===== config.mk =====
export PLATFORM = sky130hd
export DESIGN_NAME = instr_fetch
export DESIGN_NICKNAME = d
export VERILOG_FILES = /design/src/rtl/fetch_pkg.sv /design/src/rtl/fetch_fifo.sv /design/src/rtl/instr_fetch.sv
export SDC_FILE = /design/constraint.sdc
export NUM_CORES = 1
export LEC_CHECK = 0
export ABC_AREA = 1
export BUFFER_PORTS_ARGS = -buffer_cell sky130_fd_sc_hd__buf_2
export CORE_ASPECT_RATIO = 0.75
export CORE_MARGIN = 2
export CORE_UTILIZATION = 55
export CTS_BUF_LIST = sky130_fd_sc_hd__clkbuf_4 sky130_fd_sc_hd__clkbuf_8
export CTS_CLUSTER_DIAMETER = 150
export CTS_CLUSTER_SIZE = 40
export DETAILED_ROUTE_END_ITERATION = 12
export MAX_ROUTING_LAYER = met4
export PLACE_DENSITY = 0.82
export SYNTH_ARGS = -nofsm -noshare
export SYNTH_HDL_FRONTEND = slang
export SYNTH_SLANG_ARGS = --single-unit

===== constraint.sdc =====
create_clock -name clk -period 3.12 [get_ports clk]
set_input_delay 0.312 -clock clk [delete_from_list [all_inputs] [get_ports clk]]
set_output_delay 0.312 -clock clk [all_outputs]
set_load 0.005 [all_outputs]

===== src/rtl/fetch_pkg.sv =====
`default_nettype none
// +--------------------------------------------------------------------+
// | fetch_pkg                                                          |
// | Shared defaults, the fetch FIFO entry type and the PC increment.   |
// | Rev 1.0 - initial release                                          |
// +--------------------------------------------------------------------+
package fetch_pkg;

  localparam int FETCH_ADDR_W   = 8;
  localparam int FETCH_DATA_W   = 32;
  localparam int FETCH_RESET_PC = 0;
  localparam int PC_STEP        = 4;

  typedef struct packed {
    logic [FETCH_ADDR_W-1:0] pc;
    logic [FETCH_DATA_W-1:0] instr;
  } fetch_entry_t;

endpackage
`default_nettype wire


===== src/rtl/fetch_fifo.sv =====
`default_nettype none
// +--------------------------------------------------------------------+
// | fetch_fifo                                                         |
// | Strict-order synchronous FIFO with push/pop/flush and head output. |
// | Rev 1.0 - initial release                                          |
// +--------------------------------------------------------------------+
module fetch_fifo
  import fetch_pkg::*;
#(
  parameter int  DEPTH   = 2,
  parameter type entry_t = fetch_entry_t,
  parameter int  CNT_W   = $clog2(DEPTH + 1)
) (
  input  logic             clk,
  input  logic             rst,
  input  logic             push,
  input  entry_t           push_data,
  input  logic             pop,
  input  logic             flush,
  output logic [CNT_W-1:0] count,
  output logic             empty,
  output entry_t           head
);

  localparam int PTR_W = (DEPTH > 1) ? $clog2(DEPTH) : 1;

  entry_t           r_mem [DEPTH];
  logic [PTR_W-1:0] r_wr_ptr;
  logic [PTR_W-1:0] r_rd_ptr;
  logic [CNT_W-1:0] r_count;
  logic             w_do_push;
  logic             w_do_pop;

  function automatic logic [PTR_W-1:0] ptr_inc(input logic [PTR_W-1:0] p);
    return (p == PTR_W'(DEPTH - 1)) ? '0 : p + PTR_W'(1);
  endfunction

  // Flush dominates; a same-cycle pop of an empty FIFO is ignored.
  assign w_do_push = push & ~flush;
  assign w_do_pop  = pop & ~flush & (r_count != '0);

  always_ff @(posedge clk or posedge rst) begin
    if (rst) begin
      r_wr_ptr <= '0;
      r_rd_ptr <= '0;
      r_count  <= '0;
    end else if (flush) begin
      r_wr_ptr <= '0;
      r_rd_ptr <= '0;
      r_count  <= '0;
    end else begin
      if (w_do_push) r_wr_ptr <= ptr_inc(r_wr_ptr);
      if (w_do_pop)  r_rd_ptr <= ptr_inc(r_rd_ptr);
      r_count <= r_count + CNT_W'(w_do_push) - CNT_W'(w_do_pop);
    end
  end

  always_ff @(posedge clk) begin
    if (w_do_push) r_mem[r_wr_ptr] <= push_data;
  end

  assign head  = r_mem[r_rd_ptr];
  assign count = r_count;
  assign empty = (r_count == '0);

endmodule
`default_nettype wire


===== src/rtl/instr_fetch.sv =====
`default_nettype none
// +--------------------------------------------------------------------+
// | instr_fetch                                                        |
// | PC, ROM request issue, redirect/flush and {pc,instr} output FIFO.  |
// | Optional FETCH_MISALIGN_EN: halt on misaligned redirect targets.   |
// | Rev 1.0 - initial release                                          |
// +--------------------------------------------------------------------+
module instr_fetch
  import fetch_pkg::*;
#(
  parameter int                ADDR_W     = FETCH_ADDR_W,
  parameter int                DATA_W     = FETCH_DATA_W,
  parameter logic [ADDR_W-1:0] RESET_PC   = ADDR_W'(FETCH_RESET_PC),
  parameter int                FIFO_DEPTH = 2
) (
  input  logic              clk,
  input  logic              rst,
  output logic [ADDR_W-1:0] rom_addr,
  input  logic [DATA_W-1:0] rom_dout,
  input  logic              redirect_valid,
  input  logic [ADDR_W-1:0] redirect_pc,
  output logic              out_valid,
  input  logic              out_ready,
  output logic [DATA_W-1:0] out_instr,
  output logic [ADDR_W-1:0] out_pc,
  output logic              misalign
);

  localparam int                CNT_W     = $clog2(FIFO_DEPTH + 1);
  localparam int                OCC_W     = CNT_W + 1;
  localparam logic [ADDR_W-1:0] C_PC_STEP = ADDR_W'(PC_STEP);

  typedef struct packed {
    logic [ADDR_W-1:0] pc;
    logic [DATA_W-1:0] instr;
  } entry_t;

  logic [ADDR_W-1:0] r_pc;
  logic [ADDR_W-1:0] r_inflight_pc;
  logic              r_inflight;
  logic              r_misalign;

  logic [CNT_W-1:0]  w_count;
  logic [OCC_W-1:0]  w_occ_after;
  logic              w_empty;
  logic              w_pop;
  logic              w_push;
  logic              w_issue;
  logic [ADDR_W-1:0] w_redirect_pc;
  logic              w_redirect_misalign;
  entry_t            w_push_data;
  entry_t            w_head;

`ifdef FETCH_MISALIGN_EN
  assign w_redirect_pc       = redirect_pc;
  assign w_redirect_misalign = |redirect_pc[1:0];
`else
  logic w_unused_pc_lsb;
  assign w_redirect_pc       = {redirect_pc[ADDR_W-1:2], 2'b00};
  assign w_redirect_misalign = 1'b0;
  assign w_unused_pc_lsb     = ^redirect_pc[1:0];
`endif

  assign out_valid = ~w_empty;
  assign w_pop     = out_valid & out_ready;

  // Occupancy after this edge's pop, counting the read still in flight,
  // so an issued request always has a FIFO slot when its data returns.
  assign w_occ_after = OCC_W'(w_count) + OCC_W'(r_inflight) - OCC_W'(w_pop);
  assign w_issue     = ~rst & ~redirect_valid & ~r_misalign &
                       (w_occ_after < OCC_W'(FIFO_DEPTH));

  // A redirect discards the response of the read issued last cycle.
  assign w_push      = r_inflight & ~redirect_valid;
  assign w_push_data = '{pc: r_inflight_pc, instr: rom_dout};

  always_ff @(posedge clk or posedge rst) begin
    if (rst) begin
      r_pc          <= RESET_PC;
      r_inflight    <= 1'b0;
      r_inflight_pc <= '0;
      r_misalign    <= 1'b0;
    end else if (redirect_valid) begin
      r_pc          <= w_redirect_pc;
      r_inflight    <= 1'b0;
      r_misalign    <= w_redirect_misalign;
    end else begin
      r_inflight <= w_issue;
      if (w_issue) begin
        r_inflight_pc <= r_pc;
        r_pc          <= r_pc + C_PC_STEP;
      end
    end
  end

  fetch_fifo #(
    .DEPTH   (FIFO_DEPTH),
    .entry_t (entry_t),
    .CNT_W   (CNT_W)
  ) u_fifo (
    .clk       (clk),
    .rst       (rst),
    .push      (w_push),
    .push_data (w_push_data),
    .pop       (w_pop),
    .flush     (redirect_valid),
    .count     (w_count),
    .empty     (w_empty),
    .head      (w_head)
  );

  // Head storage is not reset, so present zeros whenever the FIFO is empty.
  assign out_pc    = w_empty ? '0 : w_head.pc;
  assign out_instr = w_empty ? '0 : w_head.instr;
  assign rom_addr  = r_pc;
  assign misalign  = r_misalign;

endmodule
`default_nettype wire


==> results.py, run 1 <==
metrics = {
    "drt": {
        "via_per_inst": 5.17,
        "drt_wl_total_um": 7420,
        "detail_route.first_pass.iterations": 4,
        "detailroute.via_count": 2620,
        "detail_route.drc_violations": 0,
        "wl_met2_um": 3710,
        "post_drt_wl_per_cell_um": 14.6,
        "antenna_left": 0,
        "routedLengthMet1_um": 3200,
        "top_layer": "met4",
        "dr.first_iter.drc_count": 181,
        "route.met3.wl_um": 452,
    },
    "setup_path": {
        "delay_of_the_slowest_critical_path_stage_ps": 540,
        "critPathKind": "reg2reg",
        "critPathMaxFanout": 13,
        "setup.worst_path.start_class": "flip-flop",
        "cp_common_cell": "sky130_fd_sc_hd__nand2_1",
        "crit_buf_inv": 1,
        "end_kind": "flip-flop",
        "worst_setup_path_start": "u_fifo.count[1]",
        "r2r-start": "u_fifo.count[1]",
        "required_ps": 3360,
        "r2r.worst_path.cells": 12,
        "critical_path.cell_chain": "nor2_4, nor2_1, ha_1, or2_2, fa_1, nand2_1, nor2_1, nand2_2, nand2_1, inv_1, nand2_1, nand2_1",
        "arrival_ps": 2820,
        "path_delay_family": "simple AND/OR/NAND/NOR gates",
        "worst-path-stages": 12,
        "timing.critical_path.slowest_stage_cell": "sky130_fd_sc_hd__dfrtp_1",
    },
    "die": {
        "die_area_um2": 7630,
        "io_pins": 94,
        "initial_utilization_pct": 56.4,
        "die_width_um": 100,
        "rows": 26,
        "die_height_um": 76.1,
        "floorplan.core_area_um2": 6770,
    },
    "yosys": {
        "synth-main-ff-cell": "sky130_fd_sc_hd__edfxtp_1",
        "yosysUniqueCellTypes": 25,
        "synth.largest_area_cell": "sky130_fd_sc_hd__edfxtp_1",
        "synth-async-reset-ratio_pct": 18.3,
        "syn_area_um2": 3810,
        "synth.top_cells.by_area": "sky130_fd_sc_hd__edfxtp_1 60%, sky130_fd_sc_hd__dfrtp_1 11%, sky130_fd_sc_hd__nand2_1 11%, sky130_fd_sc_hd__a21oi_1 5.0%, sky130_fd_sc_hd__nand3_1 2.0%",
        "netlist_top_cells_count": "112 x sky130_fd_sc_hd__nand2_1, 76 x sky130_fd_sc_hd__edfxtp_1, 38 x sky130_fd_sc_hd__a21oi_1",
        "synthesis.area_per_instance_um2": 11.6,
        "cell_with_the_most_instances_after_synthesis": "sky130_fd_sc_hd__nand2_1",
        "synth.top_cell.area_share_pct": 59.8,
        "number_of_flops_mapped_to_enable_cells_by_yosys": 76,
        "yosys_warnings": 0,
        "post_synthesis_cell_count": 330,
        "ys_ff_latch": 93,
        "ys_seq_area_share_pct": 71.0,
    },
    "global_routing": {
        "largest_net_degree_at_the_start_of_global_routing": 42,
        "aggregate_global_routing_overflow": 0,
        "grt_usage_pct": 20.6,
        "number_of_antenna_violations_at_the_first_check_in_global_routing": 0,
        "global_route_wire_length_before_repair_um": 11800,
        "first_global_vias": 2514,
    },
    "layout": {
        "n_antenna_cell": 0,
        "final_std_cells_w_o_fill": 507,
        "sequential_area_um2": 2710,
        "finalNetCount": 467,
        "share_of_final_layout_standard_cells_stronger_than_drive_strength_1_pct": 27.4,
        "fillerInstances": 535,
        "area.growth.synth_to_final_pct": 19.5,
        "stdcell_area_um2": 4560,
        "multi_input_area_um2": 952,
    },
    "sta": {
        "setup_viol": 0,
        "final.setup.tns_ps": 0,
        "fin_crit_sh_pct": 82.8,
        "postLayoutSetupSlackWorst_ps": 538,
        "slew_limit_fails": 0,
        "worst_slew_pin_slew_ps": 707,
        "setup_repair_after_global_routing_missed_its_margin": "false",
        "max_freq_ghz": 0.387,
        "final_hold_violations": 0,
        "final_period_minus_worst_setup_slack_ps": 2580,
        "finalHoldWorstSlack_ps": 147,
        "slew-limit-headroom_pct": 52.8,
        "clock_skew_ps": 8.36,
    },
    "place": {
        "numPlacedInstances": 490,
        "detailedPlacementHpwl_um": 4800,
        "global_placer_s_final_weighted_congestion": 0.839,
        "post-place-ws_ps": 539,
        "io_buffer_count": 86,
        "dpl-instance-area_um2": 4310,
    },
    "power": {
        "static-leakage-power_nw": 1.98,
        "power_per_cell_area_nw_per_um2": 704,
        "irDropWorstVdd_v": 0.000515,
    },
    "cts": {
        "clock_tree.buffer_depth": 2,
        "tritoncts": "yes",
        "numClockSinks": 93,
        "clk_root_buffer_cell": "sky130_fd_sc_hd__clkbuf_8",
        "cts_inserted_buffers": 9,
        "clk_transition_reported_paths_ps": 90,
        "clkLatencyLatePin_ps": 350,
        "h-tree-depth": 3,
        "cts_resized": 0,
    },
    "outcome": {
        "status": "completed",
    },
    "hold_path": {
        "hold_start": "rom_dout[16]",
        "cell_depth_of_the_worst_min_delay_path": 1,
        "hp_class": "in2reg",
    },
    "run": {
        "max_cap_violations": 0,
    },
}
layout make-up:
type                       count  share of cell area [%]
tap                           84                    2.31
inverter                      18                    1.48
multi-input combinational    203                    20.9
sequential                    93                    59.4
clock buffer                  10                    2.88
clock inverter                 6                    2.41
timing repair buffer          93                    10.6
layout by cell type, fill, tap and decap left out, types with 6 or more instances in the layout:
cell type,netlist,final
sky130_fd_sc_hd__buf_2,7,86
sky130_fd_sc_hd__dfrtp_1,17,17
sky130_fd_sc_hd__clkbuf_8,0,9
sky130_fd_sc_hd__a21oi_1,38,38
sky130_fd_sc_hd__nor2_1,10,7
sky130_fd_sc_hd__nand3_1,15,15
sky130_fd_sc_hd__edfxtp_1,76,76
sky130_fd_sc_hd__nand2_1,112,112
sky130_fd_sc_hd__inv_1,15,15
sky130_fd_sc_hd__buf_4,9,6
metal layers:
layer,track usage [%],vias to the layer above
met3,5.23,9
met5,-,-
met4,4.52,0
met2,35.5,90
met1,24.6,1241
li1,-,1280
registers in the layout, summed over array words and instances, names as in the netlist:
name,count
u_fifo.r_mem,76
r_inflight_pc,6
rom_addr,6
u_fifo.count,2
r_inflight,1
u_fifo.r_rd_ptr,1
u_fifo.r_wr_ptr,1
per-stage QoR:
stage / total power [mW] / util (%)
2_1_floorplan: 2.03 / -
3_3_place_gp: 2.27 / 63.7
3_5_place_dp: 2.30 / 63.7
4_1_cts: 3.24 / 67.4
5_1_grt: 3.38 / 67.4
6_report: 3.21 / 67.4
power by group:
group,leakage [nW],switching [mW],internal (mW)
clock,0.118,0.398,0.542
sequential,0.905,0.0885,1.50
combinational,0.955,0.427,0.251
total,1.98,0.913,2.30
kinds of logic after synthesis:
family	after synthesis	share of synthesized area, %
compound gates	47	6.36
other cells	1	0.0983
simple gates	143	15.0
flops	93	71.0
fa+ha+maj	5	1.84
buf+inv	38	5.05
xor+xnor	3	0.689
repair_timing:
item	CTS	global route
setup buffers	0	0
hold buffers	1	0
endpoints found under the hold margin	6	0
final timing paths:
path | slack, ps | to
setup / recovery | 540 | rom_addr[4]
min in group asynchronous | 450 | r_inflight_pc[4]
setup reg to reg | 540 | rom_addr[4]
hold reg to reg | 490 | u_fifo.r_mem[1][35]
hold / removal | 150 | u_fifo.r_mem[1][16]
max in group asynchronous | 2190 | u_fifo.r_wr_ptr
Note: power is estimated with default switching activity, not from simulation.
==> inputs of run 2 (changes only) <==
==> constraint.sdc (replaced) <==
create_clock -name clk -period 2.7 [get_ports clk]
set_input_delay 0.27 -clock clk [delete_from_list [all_inputs] [get_ports clk]]
set_output_delay 0.27 -clock clk [all_outputs]
set_load 0.005 [all_outputs]
==> run 2 against run 1 <==
Against the previous run: critical path depth unchanged; core utilization decreased by 0.35 points; total power increased by 10%; setup slack got worse by 290 ps; highest routed layer unchanged; routed wire length increased by 4.1%; register-to-register slack got worse by 290 ps.
==> results.py, run 2 (synthesized netlist as in run 1, its figures left out) <==
metrics = {
    "outcome": {
        "status": "completed",
    },
    "die": {
        "rows": 26,
        "die_area_um2": 7630,
        "die_width_um": 100,
        "initial_utilization_pct": 56.4,
        "die_height_um": 76.1,
        "floorplan.core_area_um2": 6770,
        "io_pins": 94,
    },
    "setup_path": {
        "setup.worst_path.start_class": "flip-flop",
        "end_kind": "flip-flop",
        "critPathMaxFanout": 13,
        "delay_of_the_slowest_critical_path_stage_ps": 520,
        "cp_common_cell": "sky130_fd_sc_hd__nand2_1",
        "timing.critical_path.slowest_stage_cell": "sky130_fd_sc_hd__fa_1",
        "required_ps": 2950,
        "arrival_ps": 2700,
        "critical_path.cell_chain": "nor2_4, nor2_1, ha_1, or2_2, fa_1, nand2_1, nor2_1, nand2_2, nand2_1, inv_1, nand2_1, nand2_1",
        "critPathKind": "reg2reg",
    },
    "layout": {
        "largest_register_ff_count": 76,
        "n_antenna_cell": 0,
        "share_of_final_layout_standard_cells_stronger_than_drive_strength_1_pct": 28.2,
        "finalNetCount": 470,
        "layout_common_cells": "112 x sky130_fd_sc_hd__nand2_1, 86 x sky130_fd_sc_hd__buf_2, 76 x sky130_fd_sc_hd__edfxtp_1",
        "area.growth.synth_to_final_pct": 18.9,
        "layout.cells.most_common": "sky130_fd_sc_hd__nand2_1",
        "regMostFlops": "u_fifo.r_mem",
    },
    "global_routing": {
        "aggregate_global_routing_overflow": 0,
        "grt_usage_pct": 21.6,
        "global_route_wire_length_before_repair_um": 12400,
        "grt.met3_usage_pct": 6.06,
        "grtUsageMet1_pct": 28.1,
        "first_global_vias": 2606,
        "gr-usage-met2_pct": 34.5,
        "largest_net_degree_at_the_start_of_global_routing": 42,
        "grt.busiest_layer": "met2",
        "number_of_antenna_violations_at_the_first_check_in_global_routing": 0,
    },
    "power": {
        "part_of_the_total_power_dissipated_in_combinational_logic_pct": 22.6,
        "power_per_cell_area_nw_per_um2": 782,
        "static-leakage-power_nw": 1.97,
        "sw_frac_of_total_pct": 30.3,
        "power_switching_mw": 1.07,
        "pwr-share-seq_pct": 51.9,
        "irDropWorstVdd_v": 0.000496,
        "p_int_mw": 2.47,
        "power.total_mw": 3.54,
        "share_clk_of_total_power_pct": 25.6,
    },
    "drt": {
        "via_per_inst": 5.20,
        "drt_wl_total_um": 7730,
        "detailroute.via_count": 2652,
        "dr.first_iter.drc_count": 190,
        "post_drt_wl_per_cell_um": 15.1,
        "detail_route.drc_violations": 0,
        "antenna_left": 0,
        "detail_route.first_pass.iterations": 4,
    },
    "sta": {
        "setup_viol": 0,
        "clock_skew_ps": 10.2,
        "final_period_minus_worst_setup_slack_ps": 2450,
        "slew-limit-headroom_pct": 51.9,
        "setup_repair_after_global_routing_missed_its_margin": "false",
        "final.setup.tns_ps": 0,
        "fin_crit_sh_pct": 90.7,
        "max_freq_ghz": 0.408,
        "slew_limit_fails": 0,
        "worst_slew_pin_slew_ps": 720,
        "final_hold_violations": 0,
    },
    "cts": {
        "clock_tree.buffer_depth": 2,
        "h-tree-depth": 3,
        "cts_inserted_buffers": 9,
        "tritoncts": "yes",
        "numClockSinks": 93,
        "clk_root_buffer_cell": "sky130_fd_sc_hd__clkbuf_8",
        "clk_transition_reported_paths_ps": 90,
        "clkLatencyLatePin_ps": 350,
    },
    "run": {
        "max_cap_violations": 0,
    },
    "place": {
        "io_buffer_count": 86,
        "global_placer_s_final_weighted_congestion": 0.844,
        "detailedPlacementHpwl_um": 5080,
    },
    "hold_path": {
        "hp_class": "in2reg",
    },
}
run 2: critical path: cells and delay by family (launching register included):
family,cells,cell delay (ps)
buffers and inverters,1,80
DFF,1,410
and+or+nand+nor,9,1090
adders and majority gates,2,780
run 2: worst paths after layout:
check / from / to / slack, ps / cells past startpoint
max in group asynchronous: rst / r_inflight_pc[6] / 1730 / 4
min in group asynchronous: rst / rom_addr[2] / 470 / 3
worst min register to register: r_inflight_pc[7] / u_fifo.r_mem[0][39] / 490 / 0
worst max-delay path: u_fifo.count[0] / rom_addr[4] / 250 / 12
worst min-delay path: rom_dout[17] / u_fifo.r_mem[0][17] / 110 / 1
worst max register to register: u_fifo.count[0] / rom_addr[4] / 250 / 12
run 2: through the flow:
step / setup slack, ps / util, % / std cells / hold WS [ps] / instance area, µm²
floorplan: 126 / - / 334 / 213 / 3830
global placement: 208 / 63.8 / 491 / 290 / 4320
detailed placement: 146 / 63.8 / 491 / 307 / 4320
CTS: 120 / 66.8 / 508 / 88.0 / 4520
global route: 59.9 / 67.0 / 510 / 82.7 / 4540
finish: 251 / 67.0 / 510 / 105 / 4540
run 2: power by group through the flow:
stage,Combinational [mW],Clock (mW),Sequential (mW)
4_1_cts,0.797,0.923,1.84
6_report,0.800,0.906,1.84
2_1_floorplan,0.511,0,1.84
3_3_place_gp,0.767,0,1.86
3_5_place_dp,0.793,0,1.87
5_1_grt,0.911,0.974,1.86
run 2: layout make-up:
type                            count  area [µm²]
Tap cell                           84         105
Clock inverter                      6        62.6
Multi-Input combinational cell    203         952
Sequential cell                    93        2710
Inverter                           18        67.6
Timing Repair Buffer               96         508
Fill cell                         513        2230
Clock buffer                       10         131
run 2: per-layer routing:
layer | vias up | part of all wire [%]
met5 | - | 0
met4 | 0 | 0.70
met3 | 7 | 7.0
met2 | 96 | 48
met1 | 1264 | 44
li1 | 1285 | -
run 2: what timing repair did:
| action | CTS | global route |
|---|---|---|
| endpoints found under the setup margin | 0 | 3 |
| hold buffers | 1 | 0 |
| endpoints found under the hold margin | 9 | 0 |
| buffers inserted | 0 | 2 |
| gates resized for setup | 0 | 1 |
==> inputs of run 3 (changes only) <==
--- a/config.mk
+++ b/config.mk
@@ -6,7 +6,7 @@
 export NUM_CORES = 1
 export LEC_CHECK = 0
 export ABC_AREA = 1
-export BUFFER_PORTS_ARGS = -buffer_cell sky130_fd_sc_hd__buf_2
+export BUFFER_PORTS_ARGS = -buffer_cell sky130_fd_sc_hd__buf_4
 export CORE_ASPECT_RATIO = 0.75
 export CORE_MARGIN = 2
 export CORE_UTILIZATION = 55
==> run 3 against run 2 <==
Against the previous run: routed wire length decreased by 1.7%; total power increased by 3.8%; die area stayed put; largest cell class unchanged; largest power group unchanged.
==> results.py, run 3 (synthesized netlist as in run 1, its figures left out) <==
metrics = {
    "sta": {
        "slew_limit_fails": 0,
        "setup_viol": 0,
        "max_freq_ghz": 0.408,
        "clock_skew_ps": 10.2,
        "setup_repair_after_global_routing_missed_its_margin": "false",
        "final.setup.tns_ps": 0,
        "final_hold_violations": 0,
        "postLayoutSetupSlackWorst_ps": 247,
        "worst_slew_pin_slew_ps": 684,
        "fin_crit_sh_pct": 90.8,
        "slew-limit-headroom_pct": 54.3,
        "final_period_minus_worst_setup_slack_ps": 2450,
    },
    "global_routing": {
        "grt_usage_pct": 21.3,
        "number_of_antenna_violations_at_the_first_check_in_global_routing": 0,
        "first_global_vias": 2589,
        "global_route_wire_length_before_repair_um": 12200,
        "aggregate_global_routing_overflow": 0,
        "largest_net_degree_at_the_start_of_global_routing": 42,
    },
    "layout": {
        "sequential_area_um2": 2710,
        "multi_input_area_um2": 952,
        "finalNetCount": 469,
        "final_std_cells_w_o_fill": 509,
        "layout.cells.most_common": "sky130_fd_sc_hd__nand2_1",
        "regMostFlops": "u_fifo.r_mem",
        "largest_register_ff_count": 76,
        "layout_common_cells": "112 x sky130_fd_sc_hd__nand2_1, 93 x sky130_fd_sc_hd__buf_4, 76 x sky130_fd_sc_hd__edfxtp_1",
        "fillerInstances": 500,
        "area.growth.synth_to_final_pct": 24.9,
        "post-route-util_pct": 70.4,
        "n_antenna_cell": 0,
        "stdcell_area_um2": 4760,
        "share_of_final_layout_standard_cells_stronger_than_drive_strength_1_pct": 28.0,
    },
    "setup_path": {
        "setup.worst_path.start_class": "flip-flop",
        "worst-r2r-setup-slack_ps": 250,
        "worst_setup_path_start": "u_fifo.count[1]",
        "critPathMaxFanout": 6,
        "end_point_of_the_critical_path": "rom_addr[5]",
        "delay_of_the_slowest_critical_path_stage_ps": 520,
        "required_ps": 2940,
        "critical_path.cell_chain": "nor2_4, nor2_1, ha_1, or2_2, fa_1, nand2_1, nor2_1, nand2_2, buf_4, nand3_1, nand3_1",
        "end_kind": "flip-flop",
        "timing.critical_path.slowest_stage_cell": "sky130_fd_sc_hd__fa_1",
        "r2r.worst_path.cells": 11,
        "r2r-start": "u_fifo.count[1]",
        "critPathKind": "reg2reg",
        "arrival_ps": 2690,
        "rr_endpoint": "rom_addr[5]",
    },
    "power": {
        "sw_frac_of_total_pct": 30.1,
        "static-leakage-power_nw": 2.01,
        "share_clk_of_total_power_pct": 25.4,
        "p_int_mw": 2.57,
        "irDropWorstVdd_v": 0.000414,
        "part_of_the_total_power_dissipated_in_combinational_logic_pct": 24.5,
        "pwr-share-seq_pct": 50.0,
        "power_per_cell_area_nw_per_um2": 773,
        "power_switching_mw": 1.11,
    },
    "drt": {
        "dr.first_iter.drc_count": 149,
        "via_per_inst": 5.27,
        "post_drt_wl_per_cell_um": 14.9,
        "antenna_left": 0,
        "detailroute.via_count": 2684,
        "detail_route.first_pass.iterations": 4,
        "drt_wl_total_um": 7590,
        "detail_route.drc_violations": 0,
    },
    "cts": {
        "h-tree-depth": 3,
        "clock_tree.buffer_depth": 2,
        "numClockSinks": 93,
        "cts_inserted_buffers": 9,
        "clk_transition_reported_paths_ps": 100,
        "tritoncts": "yes",
        "clk_root_buffer_cell": "sky130_fd_sc_hd__clkbuf_8",
        "clkLatencyLatePin_ps": 360,
    },
    "die": {
        "initial_utilization_pct": 56.4,
        "die_height_um": 76.1,
        "die_area_um2": 7630,
        "die_width_um": 100,
        "io_pins": 94,
        "rows": 26,
        "floorplan.core_area_um2": 6770,
    },
    "run": {
        "max_cap_violations": 0,
    },
    "place": {
        "io_buffer_count": 86,
        "dpl-instance-area_um2": 4540,
        "detailedPlacementHpwl_um": 5000,
        "global_placer_s_final_weighted_congestion": 0.833,
        "numPlacedInstances": 490,
        "post-place-ws_ps": 102,
    },
    "hold_path": {
        "hp_class": "in2reg",
    },
    "outcome": {
        "status": "completed",
    },
}
==> run 3: layout make-up <==
cell class	count	share of cell area, %
clock buffer	9	2.60
timing repair buffer	95	15.3
multi-input combinational	203	20.0
tap	84	2.21
inverter	18	1.42
sequential	93	56.9
clock inverter	7	1.65
==> run 3: how the worst min path moves through the flow <==
stage | from | to | slack (ps) | cells past startpoint
3_3_place_gp | rst | r_inflight | 210 | 2
3_5_place_dp | rst | r_inflight_pc[6] | 210 | 2
2_1_floorplan | rst | r_inflight | 210 | 1
4_1_cts | rom_dout[16] | u_fifo.r_mem[0][16] | 70 | 1
5_1_grt | rom_dout[16] | u_fifo.r_mem[0][16] | 70 | 1
6_report | rom_dout[16] | u_fifo.r_mem[0][16] | 90 | 1
==> run 3: timing repair <==
| action | in CTS | in global routing |
|---|---|---|
| buffers inserted | 0 | 2 |
| gates resized for setup | 0 | 1 |
| endpoints found under the hold margin | 4 | 0 |
| setup endpoints to repair | 0 | 3 |
| hold buffers | 1 | 0 |
==> run 3: layer usage <==
metal | track usage [%] | up-vias | share of wire [%]
li1 | - | 1280 | -
met1 | 27.5 | 1308 | 43
met2 | 34.2 | 92 | 50
met3 | 6.51 | 4 | 6.7
met4 | 3.56 | 0 | 0.28
met5 | - | - | 0
==> run 3: critical path, delay by kind of cell (launching register included) <==
kind | cells | cell delay (ps)
adders and majority gates | 2 | 780
DFF | 1 | 490
and+or+nand+nor | 8 | 920
buffers and inverters | 1 | 160
==> run 3: power by group through the flow <==
stage | clock, mW | sequential [mW] | combinational (mW)
after floorplan | 0 | 1.84 | 0.511
after global placement | 0 | 1.86 | 0.866
after detailed placement | 0 | 1.87 | 0.900
after CTS | 0.953 | 1.84 | 0.904
after global routing | 1.01 | 1.86 | 1.01
final | 0.936 | 1.84 | 0.902
==> run 3: per-stage QoR <==
step                power, mW  hold WS (ps)
floorplan                2.35           213
global placement         2.73           207
detailed placement       2.77           208
CTS                      3.70          72.3
global route             3.89          66.6
finish                   3.68          92.6
